$ cat src/rtl/prf_free_list_pkg.sv
// Shared defaults for the physical register file free list and its consumers.
package prf_free_list_pkg;

    localparam int unsigned FL_N           = 3;
    localparam int unsigned FL_PRF_ENTRIES = 64;
    localparam int unsigned FL_IDX_BITS    = 6;
    localparam int unsigned FL_ARCH_REGS   = 32;

    typedef enum logic [1:0] {
        FL_OP_RESET,
        FL_OP_RECOVER,
        FL_OP_ALLOC,
        FL_OP_IDLE
    } fl_op_e;

endpackage

$ cat src/rtl/prf_free_list_psel.sv
// N-way lowest-index priority selector: each requesting lane, in lane order,
// takes the lowest free entry not already taken by an earlier lane.
module prf_free_list_psel
    import prf_free_list_pkg::*;
#(
    parameter int unsigned N        = FL_N,
    parameter int unsigned ENTRIES  = FL_PRF_ENTRIES,
    parameter int unsigned IDX_BITS = FL_IDX_BITS
)(
    input  logic [ENTRIES-1:0]             i_bitmap,
    input  logic [N-1:0]                   i_req,
    output logic [N-1:0][IDX_BITS-1:0]     o_idx,
    output logic [N-1:0]                   o_vld
);

    logic [ENTRIES-1:0] w_avail;

    always_comb begin
        w_avail = i_bitmap;
        o_idx   = '0;
        o_vld   = '0;
        for (int unsigned k = 0; k < N; k++) begin
            if (i_req[k]) begin
                // Scan high to low so the last hit is the lowest free index.
                for (int unsigned j = 0; j < ENTRIES; j++) begin
                    if (w_avail[ENTRIES-1-j]) begin
                        o_idx[k] = IDX_BITS'(ENTRIES-1-j);
                        o_vld[k] = 1'b1;
                    end
                end
                if (o_vld[k]) begin
                    w_avail[o_idx[k]] = 1'b0;
                end
            end
        end
    end

endmodule

$ cat src/rtl/prf_free_list.sv
// Physical register free list with all-or-nothing N-lane allocation and recovery.
// Optional sticky double-free detection: define FREELIST_DBL_FREE_CHECK_EN.
module prf_free_list
    import prf_free_list_pkg::*;
#(
    parameter int unsigned N           = FL_N,
    parameter int unsigned PRF_ENTRIES = FL_PRF_ENTRIES,
    parameter int unsigned IDX_BITS    = FL_IDX_BITS,
    parameter int unsigned ARCH_REGS   = FL_ARCH_REGS
)(
    input  logic                          clock,
    input  logic                          reset,
    input  logic [N-1:0]                  alloc_req,
    input  logic [PRF_ENTRIES-1:0]        free_vec,
    input  logic                          recover,
    input  logic [PRF_ENTRIES-1:0]        recover_free_vec,
    output logic [N-1:0][IDX_BITS-1:0]    alloc_idx,
    output logic [N-1:0]                  alloc_gnt,
    output logic                          stall,
    output logic [IDX_BITS:0]             free_count,
    output logic                          dbl_free_err
);

    logic [PRF_ENTRIES-1:0]       r_bitmap;
    logic [IDX_BITS:0]            r_free_count;

    logic [N-1:0][IDX_BITS-1:0]   w_sel_idx;
    logic [N-1:0]                 w_sel_vld;
    logic [IDX_BITS:0]            w_req_cnt;
    logic                         w_fits;
    fl_op_e                       w_op;
    logic [PRF_ENTRIES-1:0]       w_gnt_mask;
    logic [PRF_ENTRIES-1:0]       w_bitmap_nxt;
    logic [IDX_BITS:0]            w_count_nxt;

    prf_free_list_psel #(
        .N        (N),
        .ENTRIES  (PRF_ENTRIES),
        .IDX_BITS (IDX_BITS)
    ) u_psel (
        .i_bitmap (r_bitmap),
        .i_req    (alloc_req),
        .o_idx    (w_sel_idx),
        .o_vld    (w_sel_vld)
    );

    always_comb begin
        w_req_cnt = '0;
        for (int unsigned k = 0; k < N; k++) begin
            w_req_cnt = w_req_cnt + (IDX_BITS+1)'(alloc_req[k]);
        end
        w_fits = (w_req_cnt <= r_free_count);

        if (reset)                      w_op = FL_OP_RESET;
        else if (recover)               w_op = FL_OP_RECOVER;
        else if (|alloc_req && w_fits)  w_op = FL_OP_ALLOC;
        else                            w_op = FL_OP_IDLE;
    end

    always_comb begin
        alloc_gnt  = '0;
        alloc_idx  = '0;
        stall      = 1'b0;
        w_gnt_mask = '0;
        unique case (w_op)
            FL_OP_RESET, FL_OP_RECOVER: stall = 1'b1;
            FL_OP_ALLOC: begin
                for (int unsigned k = 0; k < N; k++) begin
                    if (alloc_req[k] && w_sel_vld[k]) begin
                        alloc_gnt[k]            = 1'b1;
                        alloc_idx[k]            = w_sel_idx[k];
                        w_gnt_mask[w_sel_idx[k]] = 1'b1;
                    end
                end
            end
            default: stall = !w_fits;
        endcase
    end

    // Count is rebuilt from the next bitmap so it can never drift from it.
    always_comb begin
        if (w_op == FL_OP_RECOVER) w_bitmap_nxt = recover_free_vec | free_vec;
        else                       w_bitmap_nxt = (r_bitmap & ~w_gnt_mask) | free_vec;
        w_bitmap_nxt[0] = 1'b0;
        w_count_nxt = '0;
        for (int unsigned i = 0; i < PRF_ENTRIES; i++) begin
            w_count_nxt = w_count_nxt + (IDX_BITS+1)'(w_bitmap_nxt[i]);
        end
    end

    always_ff @(posedge clock) begin
        if (reset) begin
            for (int unsigned i = 0; i < PRF_ENTRIES; i++) begin
                r_bitmap[i] <= (i >= ARCH_REGS);
            end
            r_free_count <= (IDX_BITS+1)'(PRF_ENTRIES - ARCH_REGS);
        end else begin
            r_bitmap     <= w_bitmap_nxt;
            r_free_count <= w_count_nxt;
        end
    end

    assign free_count = r_free_count;

`ifdef FREELIST_DBL_FREE_CHECK_EN
    logic r_dbl_free_err;
    logic w_dbl_hit;

    assign w_dbl_hit = |(free_vec[PRF_ENTRIES-1:1] &
                         (r_bitmap[PRF_ENTRIES-1:1] | w_gnt_mask[PRF_ENTRIES-1:1]));

    always_ff @(posedge clock) begin
        if (reset)          r_dbl_free_err <= 1'b0;
        else if (w_dbl_hit) r_dbl_free_err <= 1'b1;
    end

    assign dbl_free_err = r_dbl_free_err;
`else
    assign dbl_free_err = 1'b0;
`endif

endmodule

$ cat config.mk
export PLATFORM = sky130hd
export DESIGN_NAME = prf_free_list
export DESIGN_NICKNAME = d
export VERILOG_FILES = /design/src/rtl/prf_free_list_pkg.sv /design/src/rtl/prf_free_list_psel.sv /design/src/rtl/prf_free_list.sv
export SDC_FILE = /design/constraint.sdc
export NUM_CORES = 1
export LEC_CHECK = 0
export BUFFER_PORTS_ARGS = -buffer_cell sky130_fd_sc_hd__clkbuf_2
export CORE_ASPECT_RATIO = 0.6
export CORE_MARGIN = 2
export CORE_UTILIZATION = 30
export CTS_BUF_LIST = sky130_fd_sc_hd__clkbuf_2 sky130_fd_sc_hd__clkbuf_4 sky130_fd_sc_hd__clkbuf_8
export CTS_CLUSTER_DIAMETER = 100
export DETAILED_ROUTE_END_ITERATION = 8
export PLACE_DENSITY_LB_ADDON = 0.08
export SYNTH_ARGS = -nofsm -noshare
export SYNTH_HDL_FRONTEND = slang
export SYNTH_SLANG_ARGS = --single-unit
$ cat constraint.sdc
create_clock -name clock -period 19.62 [get_ports clock]
set_input_delay 3.924 -clock clock [delete_from_list [all_inputs] [get_ports clock]]
set_output_delay 3.924 -clock clock [all_outputs]
set_load 0.01 [all_outputs]
# After elaboration in Yosys (flattened, before gate mapping)
# Cells that the tools add are included.
[totals] reg_bits=71 output_inout_bits=30
[classes] n_addsub=64 order_cmp=11 n_eq_ne=2 muxes=427 bitwise=10 reduce_logical=13
[ops] cell="2-to-1 mux 6 bit" n=200
[ops] cell="2-to-1 mux 64 bit" n=11
[ops] cell="adder 7 x 1 -> 7 bit" n=56
[ops] cell="bitwise OR 64 bit" n=4
[ops] cell="2-to-1 mux 1 bit" n=206
[ops] cell="AND 64 bit" n=3
[ops] cell="inverter 64 bit" n=3
[ops] cell="less-than comparator 6 x 7 -> 1 bit, second input constant" n=5
[ops] cell="demux 1 bit (select 6 bit)" n=5
[ops] cell="greater-or-equal comparator 6 x 1 -> 1 bit, second input constant" n=5
[ops] cell="2-to-1 mux 18 bit" n=1
[ops] cell="logical AND 1 bit" n=9
[ops] cell="adder 6 x 1 -> 7 bit" n=1
[ops] cell="<= comparator 3 x 7 -> 1 bit" n=1
[ops] cell="adder 2 x 1 -> 3 bit" n=2
[ops] cell="adder 5 x 1 -> 6 bit" n=1
[ops] cell="adder 4 x 1 -> 5 bit" n=1
[ops] cell="adder 1 x 1 -> 2 bit" n=2
[ops] cell="adder 3 x 1 -> 4 bit" n=1
[ops] cell="2-to-1 mux 2 bit" n=2
[ops] cell="2-to-1 mux 3 bit" n=1
[ops] cell="OR reduction 3 bit" n=1
[ops] cell="== test 2 x 1 -> 1 bit, second input constant" n=1
[ops] cell="== test 2 bit, second input constant" n=1
[ops] cell="4 further kinds" n=4

# Depth between registers and ports, before layout
[logic_depth] depth_word=284 mapped_depth=52

# Modules after synthesis
# A second synthesis with hierarchy kept.
[unflattened] hier_cells=1749 area_unflattened_um2=12353.1
[modules_own_cells] mod="prf_free_list" n_inst=1 cells_per_inst=955 area_per_inst_um2=7284.5
[modules_own_cells] mod="prf_free_list_psel" n_inst=1 cells_per_inst=794 area_per_inst_um2=5068.6

# Least setup slack after synthesis
# Ideal clock, no wire load.
[synth_path] path_type="input to register" startpoint="in alloc_req[0]" endpoint="reg r_free_count[6] (netlist: free_count[6])" arrival_time_ns=14.994 required_time_ns=19.555 setup_slack_ns=4.561 cell_stages=49 path_cell_list="buf_2 or4b_1 clkbuf_1 or4_1 nor4_2 a21boi_2 nand2b_1 o21ai_2 a211oi_1 o31ai_1 a211oi_1 or4_1 buf_2 and3_1 buf_2 buf_2 nor3_1 a2bb2oi_1 (+13 left out) inv_1 fa_1 inv_1 fa_1 inv_1 fa_1 fa_1 inv_1 fa_1 inv_1 fa_1 fa_1 nor2b_1 o21ai_0 nand2b_1 a21o_1 a21oi_1 nor2_1"
[synth_between] word_cells_on_any_way=376 classes_between="add/sub (64); order compare (9); eq/ne (2); mux (285); bitwise (7); reduce/logical (9)"
[synth_rtl] element="from (decl)" line="prf_free_list.sv:13" text="input logic [N-1:0] alloc_req,"
[synth_rtl] element="2-to-1 mux 64 bit" line="prf_free_list_psel.sv:23" text="if (i_req[k]) begin"
[synth_rtl] element="2-to-1 mux 6 bit (64 in series)" line="prf_free_list_psel.sv:26" text="if (w_avail[ENTRIES-1-j]) begin"
[synth_rtl] element="2-to-1 mux 6 bit" line="prf_free_list_psel.sv:23"
[synth_rtl] element="less-than comparator 6 x 7 -> 1 bit (not written as such) or greater-or-equal comparator 6 x 1 -> 1 bit (tied branches)" line="prf_free_list_psel.sv:32" text="w_avail[o_idx[k]] = 1'b0;"
[synth_rtl] element="logical AND 1 bit (not written as such)" line="prf_free_list_psel.sv:32"
[synth_rtl] element="2-to-1 mux 1 bit (not written as such)" line="prf_free_list_psel.sv:32"
[synth_rtl] element="demux 1 bit (select 6 bit)"
[synth_rtl] element="inverter 64 bit (no source line)"
[synth_rtl] element="(+73 left out)"
[synth_rtl] element="2-to-1 mux 64 bit" line="prf_free_list.sv:69" text="if (alloc_req[k] && w_sel_vld[k]) begin"
[synth_rtl] element="2-to-1 mux 64 bit" line="prf_free_list.sv:65" text="unique case (w_op)"
[synth_rtl] element="inverter 64 bit" line="prf_free_list.sv:83" text="else w_bitmap_nxt = (r_bitmap & ~w_gnt_mask) | free_vec;"
[synth_rtl] element="AND 64 bit" line="prf_free_list.sv:83"
[synth_rtl] element="bitwise OR 64 bit" line="prf_free_list.sv:83"
[synth_rtl] element="2-to-1 mux 64 bit *" line="prf_free_list.sv:82" text="if (w_op == FL_OP_RECOVER) w_bitmap_nxt = recover_free_vec | free_vec;"
[synth_rtl] element="named net w_bitmap_nxt[54]" line="prf_free_list.sv:33" text="logic [PRF_ENTRIES-1:0] w_bitmap_nxt;"
[synth_rtl] element="adder 7 x 1 -> 7 bit * (10 in series)" line="prf_free_list.sv:87" text="w_count_nxt = w_count_nxt + (IDX_BITS+1)'(w_bitmap_nxt[i]);"
[synth_rtl] element="to (signal assigned)" line="prf_free_list.sv:96" text="r_free_count <= (IDX_BITS+1)'(PRF_ENTRIES - ARCH_REGS);"
[synth_rtl] element="to (signal assigned)" line="prf_free_list.sv:99" text="r_free_count <= w_count_nxt;"
[synth_rtl] element="to (decl)" line="prf_free_list.sv:25" text="logic [IDX_BITS:0] r_free_count;"
# The timed path passes the listed nets; every way through them passes the cells marked *. The select of a mux whose other input is x is not followed.
# A chain may end at the register's enable or synchronous reset.

# Worst setup path in the final report
[layout_path] startpoint="in alloc_req[0]" endpoint="reg r_free_count[6] (netlist: free_count[6])"
[layout_between] elab_chain_cells=212 word_cells_on_any_way=376 classes_between="add/sub (64); order compare (9); eq/ne (2); mux (285); bitwise (7); reduce/logical (9)"
[layout_rtl] element="2-to-1 mux 64 bit" line="prf_free_list_psel.sv:23"
[layout_rtl] element="2-to-1 mux 6 bit (64 in series)" line="prf_free_list_psel.sv:26"
[layout_rtl] element="2-to-1 mux 6 bit" line="prf_free_list_psel.sv:23"
[layout_rtl] element="less-than comparator 6 x 7 -> 1 bit (not written as such) or greater-or-equal comparator 6 x 1 -> 1 bit (tied branches)" line="prf_free_list_psel.sv:32"
[layout_rtl] element="logical AND 1 bit (not written as such)" line="prf_free_list_psel.sv:32"
[layout_rtl] element="2-to-1 mux 1 bit (not written as such)" line="prf_free_list_psel.sv:32"
[layout_rtl] element="demux 1 bit (select 6 bit)"
[layout_rtl] element="inverter 64 bit (no source line)"
[layout_rtl] element="(+79 left out)"
[layout_rtl] element="adder 1 x 1 -> 2 bit" line="prf_free_list.sv:87"
[layout_rtl] element="adder 2 x 1 -> 3 bit" line="prf_free_list.sv:87"
[layout_rtl] element="adder 3 x 1 -> 4 bit" line="prf_free_list.sv:87"
[layout_rtl] element="adder 4 x 1 -> 5 bit" line="prf_free_list.sv:87"
[layout_rtl] element="adder 5 x 1 -> 6 bit" line="prf_free_list.sv:87"
[layout_rtl] element="adder 6 x 1 -> 7 bit" line="prf_free_list.sv:87"
[layout_rtl] element="adder 7 x 1 -> 7 bit (55 in series)" line="prf_free_list.sv:87"
[layout_rtl] element="adder 7 x 1 -> 7 bit *" line="prf_free_list.sv:87"
# Every way passes the cells marked *; elsewhere a longest branch is shown, timed or not. The select of a mux whose other input is x is not followed.

==> qor.txt <==
Syn Nets - 1940
Max Transition Viols Final - 0
CTS resizes - 0
Initial antenna violation count - 3
Pwr Total - 1.69 mW
H-tree depth - 3
Worst hold path type - flop to flop
Clock network power share - 8.6%
Synthesis-stage register bit count - 70
Syn Area/Cell - 7.13 sq um
Hold Vio Cnt, Final - 0
CP Class - input port to flop
Final Instance Area - 14200 sq um
Max cap viols - 0
Sw frac - 50.9%
RSZ-0062 raised after global routing - false
CTS max path bufs - 2
Post-synth EDFFs - 0
Area occupied by registers - 1400 sq um
WHS Path Cells - 2
Tmin final - 18070 ps
Post-Syn Area - 12400 sq um
Worst-path cell with the longest stage delay - a2111oi_0
Std cell rows - 57
Post-DP HPWL - 64.0 mm
Most frequent cells in the layout - 160 x clkbuf_2, 149 x a21oi_1, 143 x nor2_1, 122 x nand2_1, 102 x o21ai_0
Area grow syn2layout - 15.1%
Crit path launch type - input port
Clock transition at the registers of the reported paths - 100 ps
Synthesized netlist cell count - 1735
Width of the die - 266 microns
Multi-input logic area - 10100 sq um
Final ANT Viol Nets - 0
Achievable clock frequency - 0.0553 GHz
DRC - 0
CP arrival - 18390 ps
Layout Skew - 14.9 ps
Num ports - 164
Crit path largest cell delay - 930 ps
Cts hold-fix bufs - 0
Yosys cell types - 115
Number of global-route vias before repair - 14623
Post-CTS Setup Bufs - 0
Most common cell after layout, fill and taps aside - clkbuf_2
Setup crit end kind - flop
First-pass DRT Iterations - 6
Post-synthesis sequential area ratio - 11.3%
1st-iter DRT viols - 2321
Setup TNS - 0 ps
Nets@finish - 2074
Fin crit share - 92.1%
Ys flop type - dfxtp_1
Clk sink count - 70
DP Area - 14000 sq um
Largest net degree at the start of global routing - 76
CTS Root Cell - clkbuf_8
Internal power - 0.828 mW
Detailed Route WL - 76.9 mm
PD cells - 118 nW/um^2
GRT overflow - 0
Total GRT Usage - 35.2%
Initial core utilization - 30.5%
Peak supply drop - 240 uV
Status - finished clean
CTS tree - built
Switch Pwr - 0.858 mW
Drt wl/cell - 31.9 microns
Via density per instance - 6.55
Layout cell share with drive strength beyond 1 - 18.8%
Combinational Power Share - 80.2%
FFs w/ async S/R, synth - 0%
Vias - 15773
Warnings from Yosys - 0
Maximum net fanout on the critical path - 14
Crit-path most repeated cell - fa_1
Slew @ Worst Pin - 1420 ps
Num CTS Buffers - 9
Filler cells - 4488
Rel. slew slack - 4.65%
First-pass GRT wire length - 108 mm
Reg2reg path depth - 42
Die span in y - 161 microns
Core area - 40600 sq um
Critical path required time - 19940 ps
Final setup fails - 0
Seq pwr share - 11.3%
Die area - 42900 sq um
Worst-skew pair later-pin latency - 400 ps
Leakage - 5.19 nW
Routability cong. - 1.02
PortBufs - 160
-- kinds of logic (layout without fill, tap and decap cells) --
group | count (synthesis) | count (layout) | share of synthesized area (%)
compound gates | 738 | 738 | 42.7
xor+xnor | 3 | 3 | 0.212
fa+ha+maj | 73 | 73 | 10.6
buf+inv | 216 | 354 | 7.48
flops | 70 | 70 | 11.3
mux | 3 | 3 | 0.243
other cells | 1 | 5 | 0.0303
simple gates | 631 | 631 | 27.4
-- sequential cells by signal (all words and copies together) (netlist names) --
name	cells
free_count	7
r_bitmap	63
-- critical path, delay by kind of cell --
kind,cells,cell delay (ps)
AOI/OAI and AO/OA,13,4710
and+or+nand+nor,12,3870
adders and majority gates,10,4920
buffers and inverters,9,970
-- path summary, 6_finish.rpt --
kind / slack (ps) / start / to
worst max-delay path: 1550 / alloc_req[0] / free_count[6]
worst min-delay path: 650 / r_bitmap[13] / r_bitmap[13]
worst max register to register: 4050 / r_bitmap[6] / free_count[6]
worst min register to register: 650 / r_bitmap[13] / r_bitmap[13]
-- Yosys cell counts, types with 20 or more instances --
cell	count	area [sq um]
a211oi_1	35	263
nor3_1	55	275
a31oi_1	57	357
nand3_1	62	310
a21o_1	20	150
clkbuf_1	70	263
or3_1	29	181
nand2b_1	20	125
o21a_1	24	180
o31a_1	29	254
nor4_1	30	188
o21ai_0	102	510
nand2_1	123	462
buf_2	46	230
o211ai_1	23	173
o31ai_1	61	458
dfxtp_1	70	1400
fa_1	54	1080
a21oi_1	149	746
nor2_1	144	541
inv_1	86	323
nand4_1	33	206
-- layer usage --
| layer | track usage [%] | vias to the layer above | wire, microns |
|---|---|---|---|
| li1 | - | 7035 | - |
| met3 | 11.5 | 74 | 8960 |
| met4 | 6.72 | 0 | 1340 |
| met1 | 52.6 | 7817 | 36200 |
| met2 | 48.6 | 847 | 30400 |
| met5 | 0 | - | 0 |
-- per-stage QoR --
step | util (%) | hold WS, ps | setup WS, ps | cells
after floorplan | - | 536 | 4560 | 1735
after global placement | 34.5 | 620 | 1670 | 2389
after detailed placement | 34.5 | 628 | 1710 | 2389
after CTS | 35.0 | 639 | 2080 | 2404
after global routing | 35.0 | 674 | 1270 | 2404
final | 35.1 | 650 | 1550 | 2408
-- final cells by class --
class                           count  share of cell area [%]
Antenna cell                        4                  0.0703
Sequential cell                    70                    9.85
Timing Repair Buffer              252                    10.8
Multi-Input combinational cell   1449                    70.7
Clock buffer                       10                   0.967
Tap cell                          531                    4.67
Clock inverter                      5                   0.580
Inverter                           87                    2.29
-- power by group through the flow --
stage | clock network (mW) | logic, mW | registers, mW
CTS | 0.146 | 1.33 | 0.189
finish | 0.145 | 1.35 | 0.190
global route | 0.153 | 1.50 | 0.192
detailed placement | 0 | 1.32 | 0.192
global placement | 0 | 1.30 | 0.193
floorplan | 0 | 0.868 | 0.178
Note: power is estimated with default switching activity, not from simulation.
